[src/rtl/proc_feeder.sv]
// proc_feeder: issues instructions from a small program memory to the 9-bit proc datapath.
// Drives DIN/Run one instruction at a time. For mvi it also supplies the immediate word.
// It then waits for Done, and drops Run for one GAP cycle between instructions.
// Optional feature: define PROC_FEEDER_TIMEOUT_EN to halt with Error when Done never arrives.
module proc_feeder #(
  parameter int unsigned AW      = 5,
  parameter int unsigned TIMEOUT = 15
) (
  input  logic          Clock,
  input  logic          Reset,
  input  logic          WrEn,
  input  logic [AW-1:0] WrAddr,
  input  logic [8:0]    WrData,
  input  logic          Start,
  input  logic          Stop,
  input  logic          Done,
  output logic [8:0]    DIN,
  output logic          Run,
  output logic [AW-1:0] PC,
  output logic          Busy,
  output logic          Halted,
  output logic          Error,
  output logic [7:0]    Count
);

  typedef enum logic [2:0] {StIdle, StIssue, StImm, StWait, StGap, StHalt} state_t;

  localparam logic [2:0] OpMvi  = 3'b001;
  localparam logic [2:0] OpHalt = 3'b111;

  state_t        state_q, state_d;
  logic [AW-1:0] pc_q, pc_d;
  logic [7:0]    cnt_q, cnt_d;
  logic [8:0]    din_q, din_d;
  logic          run;
  logic          tmo_hit;
  logic [8:0]    mem [2**AW];
  logic [8:0]    rd_word;

  assign rd_word = mem[pc_q];
  assign Busy    = (state_q != StIdle) && (state_q != StHalt);
  assign Halted  = (state_q == StHalt);
  assign PC      = pc_q;
  assign Count   = cnt_q;
  assign DIN     = din_d;
  // Run is decoded from the state register so an asynchronous reset drops it immediately.
  assign Run     = run;

  // Program memory: no reset, write-only while not busy; reads see the old word on a write edge.
  always_ff @(posedge Clock) begin
    if (WrEn && !Busy) begin
      mem[WrAddr] <= WrData;
    end
  end

`ifdef PROC_FEEDER_TIMEOUT_EN
  localparam int unsigned TW = $clog2(TIMEOUT + 1) + 1;

  logic [TW-1:0] tmo_q, tmo_d;
  logic          err_q, err_d;

  assign tmo_hit = (tmo_q == TW'(TIMEOUT));
  assign Error   = err_q;

  // Timeout counter runs while waiting for Done; Error is sticky until the next Start.
  always_comb begin
    tmo_d = tmo_q;
    err_d = err_q;
    if ((state_q == StIdle || state_q == StHalt) && Start) begin
      err_d = 1'b0;
      tmo_d = '0;
    end else if (state_q == StIssue) begin
      tmo_d = '0;
    end else if ((state_q == StImm || state_q == StWait) && !Done) begin
      if (tmo_hit) begin
        err_d = 1'b1;
      end else begin
        tmo_d = tmo_q + TW'(1);
      end
    end
  end

  // Timeout state register.
  always_ff @(posedge Clock or posedge Reset) begin
    if (Reset) begin
      tmo_q <= '0;
      err_q <= 1'b0;
    end else begin
      tmo_q <= tmo_d;
      err_q <= err_d;
    end
  end
`else
  logic unused_timeout;

  assign unused_timeout = |TIMEOUT;
  assign tmo_hit        = 1'b0;
  assign Error          = 1'b0;
`endif

  // Next-state, fetch and issue outputs.
  always_comb begin
    state_d = state_q;
    pc_d    = pc_q;
    cnt_d   = cnt_q;
    din_d   = din_q;
    run     = 1'b0;
    unique case (state_q)
      StIdle, StHalt: begin
        if (Start) begin
          pc_d    = '0;
          cnt_d   = '0;
          state_d = StIssue;
        end
      end
      StIssue: begin
        if (rd_word[8:6] == OpHalt) begin
          state_d = StHalt;
        end else begin
          din_d   = rd_word;
          run     = 1'b1;
          pc_d    = pc_q + AW'(1);
          if (cnt_q != 8'hFF) begin
            cnt_d = cnt_q + 8'd1;
          end
          state_d = (rd_word[8:6] == OpMvi) ? StImm : StWait;
        end
      end
      StImm: begin
        din_d = rd_word;
        run   = 1'b1;
        pc_d  = pc_q + AW'(1);
        if (Done) begin
          state_d = StGap;
        end else if (tmo_hit) begin
          state_d = StHalt;
        end else begin
          state_d = StWait;
        end
      end
      StWait: begin
        run = 1'b1;
        if (Done) begin
          state_d = StGap;
        end else if (tmo_hit) begin
          state_d = StHalt;
        end
      end
      StGap: begin
        state_d = Stop ? StHalt : StIssue;
      end
      default: begin
        state_d = StIdle;
      end
    endcase
  end

  // Main state register.
  always_ff @(posedge Clock or posedge Reset) begin
    if (Reset) begin
      state_q <= StIdle;
      pc_q    <= '0;
      cnt_q   <= '0;
      din_q   <= '0;
    end else begin
      state_q <= state_d;
      pc_q    <= pc_d;
      cnt_q   <= cnt_d;
      din_q   <= din_d;
    end
  end

endmodule

[config.mk]
export PLATFORM = sky130hd
export DESIGN_NAME = proc_feeder
export DESIGN_NICKNAME = d
export VERILOG_FILES = /design/src/rtl/proc_feeder.sv
export SDC_FILE = /design/constraint.sdc
export NUM_CORES = 1
export LEC_CHECK = 0
export CAP_MARGIN = 10
export CORE_ASPECT_RATIO = 0.8
export CORE_MARGIN = 5
export CORE_UTILIZATION = 52
export DETAILED_ROUTE_END_ITERATION = 12
export GPL_ROUTABILITY_DRIVEN = 1
export PLACE_DENSITY = 0.82
export SYNTH_ARGS = -nofsm -noshare
export SYNTH_HDL_FRONTEND = slang
export SYNTH_SLANG_ARGS = --single-unit
[constraint.sdc]
create_clock -name Clock -period 6.8 [get_ports Clock]
set_clock_uncertainty 0.15 [all_clocks]
set_input_delay 0.68 -clock Clock [delete_from_list [all_inputs] [get_ports Clock]]
set_output_delay 0.68 -clock Clock [all_outputs]
set_load 0.02 [all_outputs]
==> results.json, run 1 <==
{
  "finalPower_mw": 5.63,
  "dpl_cell_area_mm2": 0.0135,
  "routed_via_density": 6.38,
  "postLayoutCellArea_mm2": 0.0145,
  "detailroute.via_count": 6971,
  "post_layout_nonfiller_instances": 1092,
  "netlist_area_mm2": 0.0128,
  "worst_skew_pair.late_latency_ps": 560,
  "root_buffer": "sky130_fd_sc_hd__clkbuf_16",
  "netlist_instances": 708,
  "routedWlPerCell_um": 25.9,
  "worst_min_path_start": "din_q[4]",
  "antenna_cells_inserted": 0,
  "postCtsSetupBuffers": 0,
  "drt_pre_antenna_iters": 6,
  "min_delay_path_class": "register to register",
  "power.density_cell_area_mw_per_mm2": 387,
  "drtAntennaViolNets": 0,
  "run_status": "finished, final reports clean",
  "synth.yosys.warnings": 0,
  "grt_util_all_layers_pct": 20.5,
  "drc": 0,
  "clkSinkCount": 313,
  "hpwl_um": 17500,
  "drt_wl_total_um": 28300,
  "finalCritPeriodShare_pct": 83.9,
  "global_route.usage.met3_pct": 4.30,
  "async_reset_ff_share_pct": 7.99,
  "setup_viol": 0,
  "commonest_cells_in_the_netlist": "sky130_fd_sc_hd__edfxtp_1, sky130_fd_sc_hd__mux4_2, sky130_fd_sc_hd__nor2_1",
  "io_pins": 46,
  "first_pass_grt_wire_length_um": 42900,
  "routabilityCongestion": 0.936,
  "leakagePower_nw": 4.77,
  "worstMarginPinSlew_ps": 1180,
  "setup.worst_path.start": "PC[2]",
  "drive_above_1_share_pct": 16.1,
  "grt_use_met1_pct": 32.2,
  "die_y_um": 151,
  "yosysTopAreaCell": "sky130_fd_sc_hd__edfxtp_1",
  "synth_nets": 730,
  "die-area_mm2": 0.0280,
  "layout.filler_cells": 1669,
  "fin_setup_tns_ps": 0,
  "first_global_vias": 6809,
  "grt-busiest-layer": "met1",
  "post-place-ws_ps": 1800,
  "synth_enable_flop_cells": 288,
  "row_count": 51,
  "fmax_ghz": 0.175,
  "tritoncts.num_buffers": 28,
  "period_needed_ps": 5710,
  "finalHoldViolations": 0,
  "synth_top_cells_by_area": "sky130_fd_sc_hd__edfxtp_1, sky130_fd_sc_hd__mux4_2, sky130_fd_sc_hd__dfrtp_1, sky130_fd_sc_hd__mux4_1, sky130_fd_sc_hd__mux2i_1",
  "hold_slack_ps": 359,
  "worstSetupEndpointType": "output port",
  "worst_slew_margin_rel_pct": 21.3,
  "synth.avg_cell_area_um2": 18.1,
  "clock_tree.htree_level_count": 1,
  "synthFlopType": "sky130_fd_sc_hd__edfxtp_1",
  "critical_path.max_fanout": 18,
  "initial_utilization_pct": 52.8,
  "grt_start_max_net_pins": 43,
  "max_cap_violations": 0,
  "final.setup.worst_slack_ps": 1090,
  "io_buffers": 44,
  "yosys.area.top_type_share_pct": 67.3,
  "core_mm2": 0.0243,
  "die_x_um": 186,
  "worst-endpoint-required_ps": 5970,
  "clock_tree_from_tritoncts": "done",
  "worst_setup_path_start_kind": "register",
  "grt_antenna_before_repair": 0,
  "maximum_number_of_buffers_from_clock_root_to_sink": 3,
  "ff2ff_setup_slack_ps": 2660,
  "count_of_routing_violations_after_the_opening_detailed_route_iteration": 939,
  "seq_area_frac_synth_pct": 72.2,
  "post-synth-top-count-cell": "sky130_fd_sc_hd__edfxtp_1",
  "gr-usage-met2_pct": 30.2,
  "nets": 775,
  "critical_path_arrival_ps": 4880,
  "gr-total-overflow": 0,
  "syn_to_final_growth_pct": 13.2,
  "timing_max_transition_violations_final": 0,
  "rsz_0062_raised_after_global_routing": "no",
  "postCtsResizedCells": 0,
  "ys_seq_elements": 313,
  "setup.worst_path.class": "register to output port",
  "vdd_ir_drop_max_mv": 0.179,
  "fin_util_pct": 59.8,
  "hold_buffers": 0,
  "worst_r2r_startpoint": "state_q[0]",
  "clkTransAtPathRegs_ps": 60,
  "yosysUniqueCellTypes": 57,
  "cell_total_after_placement": 1038
}
sequential cells by signal, indices dropped and copies added, names as in the netlist:
| name | flops |
|---|---|
| din_q | 9 |
| Count | 8 |
| PC | 5 |
| mem | 288 |
| state_q | 3 |
worst max-delay path, stage by stage (launching register included):
cell                              delay [ps]
sky130_fd_sc_hd__dfrtp_1                 830
sky130_fd_sc_hd__nor2b_1                 780
sky130_fd_sc_hd__a22oi_1                 210
sky130_fd_sc_hd__o21ai_1                 230
sky130_fd_sc_hd__o22a_1                  340
sky130_fd_sc_hd__nand3_1                 420
sky130_fd_sc_hd__o21ai_1                 650
sky130_fd_sc_hd__a211o_1                 250
sky130_fd_sc_hd__clkdlybuf4s50_1         620
layout make-up:
class                   instances  area (um^2)  area share, %
well taps                     318          398           2.74
multi-input cells             348         3310           22.8
clock inverters                15          205           1.41
repair buffers                 55          571           3.92
flip-flops and latches        313         9280           63.8
clock buffers                  36          751           5.16
inverters                       7         26.3          0.181
cells in the final DEF (no fill, tap or decap), drive strengths merged, types with 2 or more instances in the layout:
cell / synthesis / routed
and3: 2 / 2
buf: 28 / 11
a21oi: 20 / 20
mux2: 5 / 5
bufinv: 0 / 4
a22oi: 6 / 6
nor2b: 18 / 18
a31oi: 3 / 3
clkbuf: 12 / 36
nor3: 6 / 6
edfxtp: 288 / 288
and2: 2 / 2
nor2: 57 / 57
o22a: 5 / 5
nand2b: 2 / 2
mux2i: 25 / 25
o31ai: 7 / 7
a211o: 6 / 6
inv: 7 / 8
a21o: 3 / 3
nand2: 47 / 47
nand3: 14 / 14
a221oi: 6 / 6
mux4: 69 / 69
a41oi: 2 / 2
a311o: 2 / 2
nor4: 2 / 2
dfrtp: 25 / 25
clkinv: 0 / 9
a32o: 8 / 8
clkdlybuf4s50: 0 / 44
o21ai: 10 / 10
ha: 2 / 2
nand4: 5 / 5
o22ai: 3 / 3
path summary, 6_finish.rpt:
path	end	depth (start not counted)
min in group asynchronous	Count[5]	2
min	din_q[4]	1
max reg2reg	mem[31][2]	6
max in group asynchronous	PC[0]	2
max	DIN[3]	8
min reg2reg	din_q[4]	1
metal layers:
layer | up-vias | share of wire (%)
met3 | 49 | 10
li1 | 2944 | -
met4 | 0 | 2.2
met1 | 3550 | 42
met2 | 428 | 46
met5 | - | 0
power by group:
group	switching, mW	internal, mW
Sequential	0.170	2.18
Combinational	0.916	0.743
Clock	0.688	0.938
cells by family after synthesis:
logic type / synth area share (%)
and+or+nand+nor: 5.48
DFF: 72.2
buffers and inverters: 2.06
AOI/OAI and AO/OA: 5.21
adders and majority gates: 0.195
muxes: 14.8
other: 0.0292
xor gates and xnor gates: 0.0682
No activity file was read; power rests on OpenSTA's default activity.
==> inputs of run 2 (changes only) <==
- PLACE_DENSITY: 0.82 -> 0.84
- clock period: 6.8 -> 5.25 ns (I/O delays scaled with it)
==> run 2 against run 1 <==
Compared with the run above: worst setup slack got worse by 820 ps; combinational power is 37% higher; count of clock-buffer cells in the layout fell by 5; sequential power up 28%; wire length up 3.3%; hold slack better by 15 ps; critical path depth is the same; power increased by 31%; via count up 2.4%; largest power group unchanged; register-to-register slack worse by 1100 ps; flip-flop and latch count unchanged.
==> results.json, run 2 (synthesis gave the netlist of run 1 again) <==
{
  "grt_use_met1_pct": 32.2,
  "timing.reg2reg.worst_path_depth": 6,
  "hold_buffers": 0,
  "first_global_vias": 7028,
  "clock_tree_from_tritoncts": "done",
  "tritoncts.num_buffers": 28,
  "grt_start_max_net_pins": 39,
  "period_needed_ps": 4980,
  "worstSetupEndpointType": "output port",
  "io_pins": 46,
  "hpwl_um": 17700,
  "worst-endpoint-required_ps": 4580,
  "count_of_routing_violations_after_the_opening_detailed_route_iteration": 1053,
  "setup_viol": 0,
  "hold_slack_ps": 374,
  "leakagePower_nw": 4.80,
  "finalHoldViolations": 0,
  "worst_slew_margin_rel_pct": 17.5,
  "critical_path_arrival_ps": 4300,
  "clock_tree.htree_level_count": 1,
  "clkTransAtPathRegs_ps": 70,
  "drt_wl_total_um": 29200,
  "drtAntennaViolNets": 0,
  "finalCritPeriodShare_pct": 94.9,
  "ff2ff_setup_slack_ps": 1530,
  "die-area_mm2": 0.0280,
  "largest_reg_flops": 288,
  "worstMarginPinSlew_ps": 1230,
  "layout.cells.most_common": "sky130_fd_sc_hd__edfxtp_1",
  "registers.top_by_ff_count": "mem",
  "clkSinkCount": 313,
  "drc": 0,
  "setup.worst_path.class": "register to output port",
  "gr-usage-met2_pct": 31.5,
  "io_buffers": 44,
  "syn_to_final_growth_pct": 13.4,
  "routed_via_density": 6.49,
  "power.density_cell_area_mw_per_mm2": 508,
  "max_cap_violations": 0,
  "grt-busiest-layer": "met1",
  "layout.filler_cells": 1670,
  "fin_util_pct": 59.9,
  "run_status": "finished, final reports clean",
  "routabilityCongestion": 0.866,
  "worst_setup_path_start_kind": "register",
  "mostFrequentLayoutCells": "sky130_fd_sc_hd__edfxtp_1, sky130_fd_sc_hd__mux4_2, sky130_fd_sc_hd__nor2_1",
  "setup.worst_path.start": "PC[4]",
  "postLayoutCellArea_mm2": 0.0146,
  "finalPower_mw": 7.41,
  "root_buffer": "sky130_fd_sc_hd__clkbuf_16",
  "global_route.usage.met3_pct": 4.35,
  "timing_max_transition_violations_final": 0,
  "first_pass_grt_wire_length_um": 43800,
  "dpl_cell_area_mm2": 0.0136,
  "die_x_um": 186,
  "nets": 784,
  "grt_util_all_layers_pct": 21.0,
  "antenna_cells_inserted": 0,
  "gr-total-overflow": 0,
  "core_mm2": 0.0243,
  "grt_antenna_before_repair": 0,
  "worst_r2r_startpoint": "state_q[2]",
  "fmax_ghz": 0.201,
  "detailroute.via_count": 7137,
  "row_count": 51,
  "timing.rr.end": "mem[8][1]",
  "maximum_number_of_buffers_from_clock_root_to_sink": 3,
  "min_delay_path_class": "input port to asynchronous set/reset pin",
  "drive_above_1_share_pct": 17.6,
  "critical_path.max_fanout": 14,
  "vdd_ir_drop_max_mv": 0.254,
  "rsz_0062_raised_after_global_routing": "no",
  "drt_pre_antenna_iters": 6,
  "initial_utilization_pct": 52.8,
  "routedWlPerCell_um": 26.6,
  "die_y_um": 151,
  "setup.worst_path.end": "DIN[5]",
  "worst_skew_pair.late_latency_ps": 560,
  "fin_setup_tns_ps": 0
}
[run 2: cell count changes in the layout (fill, tap and decap cells not counted), moves of 2 or more]
cell | previous run | this run
sky130_fd_sc_hd__clkinv_2 | 3 | 7
sky130_fd_sc_hd__buf_16 | 2 | 0
sky130_fd_sc_hd__buf_4 | 8 | 17
sky130_fd_sc_hd__clkinvlp_4 | 1 | 3
sky130_fd_sc_hd__clkbuf_8 | 2 | 0
sky130_fd_sc_hd__clkbuf_1 | 6 | 3
[run 2: how the worst min path moves through the flow]
stage	end	depth (start not counted)
2_1_floorplan	Count[0]	1
3_3_place_gp	din_q[4]	1
3_5_place_dp	din_q[4]	1
4_1_cts	din_q[4]	1
5_1_grt	din_q[4]	1
6_report	state_q[0]	2
[run 2: critical path, stage by stage (launching register included)]
cell,delay [ps]
sky130_fd_sc_hd__dfrtp_1,760
sky130_fd_sc_hd__and2_1,480
sky130_fd_sc_hd__nand2_1,170
sky130_fd_sc_hd__nand3_1,180
sky130_fd_sc_hd__o22a_1,360
sky130_fd_sc_hd__nand3_1,400
sky130_fd_sc_hd__o21ai_1,520
sky130_fd_sc_hd__a211o_1,240
sky130_fd_sc_hd__clkdlybuf4s50_1,620
[run 2: final cells by class]
class,count,area [um^2],area share [%]
repair buffers,64,613,4.21
clock buffers,31,712,4.89
well taps,318,398,2.73
clock inverters,19,231,1.59
multi-input cells,348,3310,22.7
flip-flops and latches,313,9280,63.7
inverters,7,30.0,0.206
[run 2: what timing repair did]
| action | CTS | global route |
|---|---|---|
| endpoints found under the setup margin | 0 | 6 |
| setup buffers | 0 | 1 |
| hold endpoints to repair | 0 | 0 |
| resized for setup | 0 | 1 |
[run 2: stage by stage]
step / worst slack [ps] / instances
2_1_floorplan: 2040 / 708
3_3_place_gp: 927 / 1047
3_5_place_dp: 837 / 1047
4_1_cts: 188 / 1097
5_1_grt: 16.4 / 1100
6_report: 270 / 1100
[run 2: metal layers]
metal | share of wire [%] | up-vias
met5 | 0 | -
met4 | 2.4 | 0
met3 | 12 | 64
met2 | 45 | 527
met1 | 40 | 3585
li1 | - | 2961
[run 2: power breakdown]
group / internal [mW] / switching [mW] / total, mW
combinational: 1.00 / 1.28 / 2.28
sequential: 2.82 / 0.180 / 3.00
clock: 1.22 / 0.898 / 2.12
total: 5.05 / 2.36 / 7.41
==> RTL edit (flow settings as in run 2) <==
The option `PROC_FEEDER_TIMEOUT_EN` is turned on by a define.
--- a/src/rtl/proc_feeder.sv
+++ b/src/rtl/proc_feeder.sv
@@ -2,6 +2,8 @@
 // Drives DIN/Run one instruction at a time. For mvi it also supplies the immediate word.
 // It then waits for Done, and drops Run for one GAP cycle between instructions.
 // Optional feature: define PROC_FEEDER_TIMEOUT_EN to halt with Error when Done never arrives.
+`define PROC_FEEDER_TIMEOUT_EN
+
 module proc_feeder #(
   parameter int unsigned AW      = 5,
   parameter int unsigned TIMEOUT = 15
Behaviour: same outputs for any inputs over 4 cycles, from zero or initial values and one cycle with Reset high; that may be too few to reach the edited logic, so the function may still have changed.
==> RTL edit against run 2 <==
Sequential power increased by 2%; synthesized area fell by 0.12%; final cell count shrank 3.7%; die area is 0.11% lower; power decreased by 1.4%; sequential cell count up 6; clock power is 3% higher; wire length grew 3.1%; final area grew 0.88%; worst setup slack got worse by 0.028 ns; utilization up 0.52 points; critical path type unchanged; largest cell class unchanged; largest power group unchanged.
==> RTL edit: results (changes against run 2) <==
- EDFF count, synth: 288 (unchanged)
- Non-Filler Instances: 1,059 (-3.7%)
- Peak supply drop: 0.0002578 V (+1.5%)
- Layout cells sized above 1: 22.13% (+4.5 points)
- CP Max Fanout: 36 (+22)
- Total Wirelength: 30.12 mm (+3.1%)
- Max reg flops: 288 (unchanged)
- Asr flop ratio synth: 9.718% (+1.7 points)
- Syn Area/Cell: 19.44 µm² (+7.1%)
- Pre-CTS WS: 0.8491 ns (+0.01192 ns)
- Detailed Place HPWL: 18.66 mm (+5.7%)
- Reg2reg setup slack: 1.61 ns (+0.08 ns)
- Vias in the first global route: 6,822 (-2.9%)
- I/O Buffers: 45 (+2.3%)
- Antenna violations before repair: 0 (unchanged)
- CP startpoint: PC[1]
- Compound-Gate Fraction of Synth Area: 3.091% (-2.1 points)
- WP data arrival: 4.33 ns (+0.03 ns)
- RR Endpoint: Count[2]
- Top cells by area, synth: edfxtp_1 67%, mux4_2 13%, dfrtp_1 6.0%
- First-pass GRT wire length: 44.43 mm (+1.5%)
- Num CTS Buffers: 29 (+3.6%)
- Synth Area in Adders: 0.3900% (+0.20 points)
- Vias: 6,874 (-3.7%)
- DP Area: 13,580 µm² (about the same)
- R2R Path Start: PC[0]
- GR Util All Layers: 21.57% (+0.57 points)
- LEAKAGE: 4.756 nW (-0.96%)
- GP Congestion: 0.8995 (+3.9%)
- Largest Register: mem
- PnR worst setup slack: 0.2420 ns (-0.02804 ns)
- Antenna diodes: 0 (unchanged)
- Final #Nets: 742 (-5.4%)
- Pre-antenna DRT Iters: 5 (-1)
- Worst-case reg-to-reg path depth: 8 (+2)
- Synth top cells by count: 288 x edfxtp_1, 76 x mux4_2, 55 x nor2_1
- Worst min path class: in -> async
- Syn nets: 684 (-6.3%)
- Pin count of the biggest net entering global routing: 37 (-5.1%)
- Outcome: completed
- Yosys cell types: 54 (-5.3%)
- Xor/xnor share of the synthesized area: 0.2730% (+0.20 points)
- Slew @ Worst Pin: 1.276 ns (+0.04245 ns)
- Mux cell area share after synthesis: 16.10% (+1.3 points)
- Post-placement cell count: 999 (-4.6%)
- DRT iter0 DRCs: 1,046 (-0.66%)
- Hold WS: 0.2151 ns (-0.1591 ns)
- Longest Clk Path Bufs: 3 (unchanged)
- Crit path to: DIN[0]
- Register area share after synthesis: 73.43% (+1.3 points)
## RTL edit: cell types whose count changed in the layout (fill, tap and decap cells not counted), moves of 11 or more
cell / change
buf_4: -11
nand2_1: -29
mux2i_1: -11
mux4_2: +17
nor2b_1: -12
mux2_2: +13
## RTL edit: layout make-up
type                    count  area (µm²)
clock buffers              36       772.0
clock inverters            18       224.0
fillers                  1614        9612
inverters                   8       30.03
multi-input cells         302        3211
flip-flops and latches    319        9430
well taps                 318       397.9
repair buffers             58       635.6
## RTL edit: repair_timing
| action | 4_1_cts | 5_1_grt |
|---|---|---|
| hold buffers | 0 | 0 |
| gates resized for setup | 0 | 1 |
| setup endpoints to repair | 0 | 8 |
| setup buffers | 0 | 1 |
## RTL edit: power breakdown
| group | switching (mW) | total (mW) | internal, mW |
|---|---|---|---|
| registers | 0.183 | 3.06 | 2.88 |
| clock network | 0.904 | 2.19 | 1.29 |
| logic | 1.09 | 2.05 | 0.960 |
## RTL edit: routing by layer
metal	share of wire [%]	GRT usage, %	up-vias
li1	-	-	2812
met1	37	32.34	3535
met2	48	34.12	474
met3	12	3.502	53
met4	2.8	4.843	0
met5	0	0	-
## RTL edit: logic make-up (layout without fill, tap and decap cells)
kind of cell             count (synthesis)  in the layout
AND/OR/NAND/NOR                        134            134
adder cells (fa/ha/maj)                  4              4
flip-flops                             319            319
multiplexers                           109            109
XOR/XNOR                                 4              4
AO/OA/AOI/OAI                           51             51
buffers and inverters                   39            120
## RTL edit: worst max-delay path: stages, from the launching register on
cell and delay [ns]:
dfrtp_2 0.72, or3b_1 0.58, o221ai_1 0.26, nor3_1 0.10, a21oi_1 0.47, nand4_2 0.37, nand2_2 0.31, mux2_2 0.39
clkdlybuf4s50_1 0.56
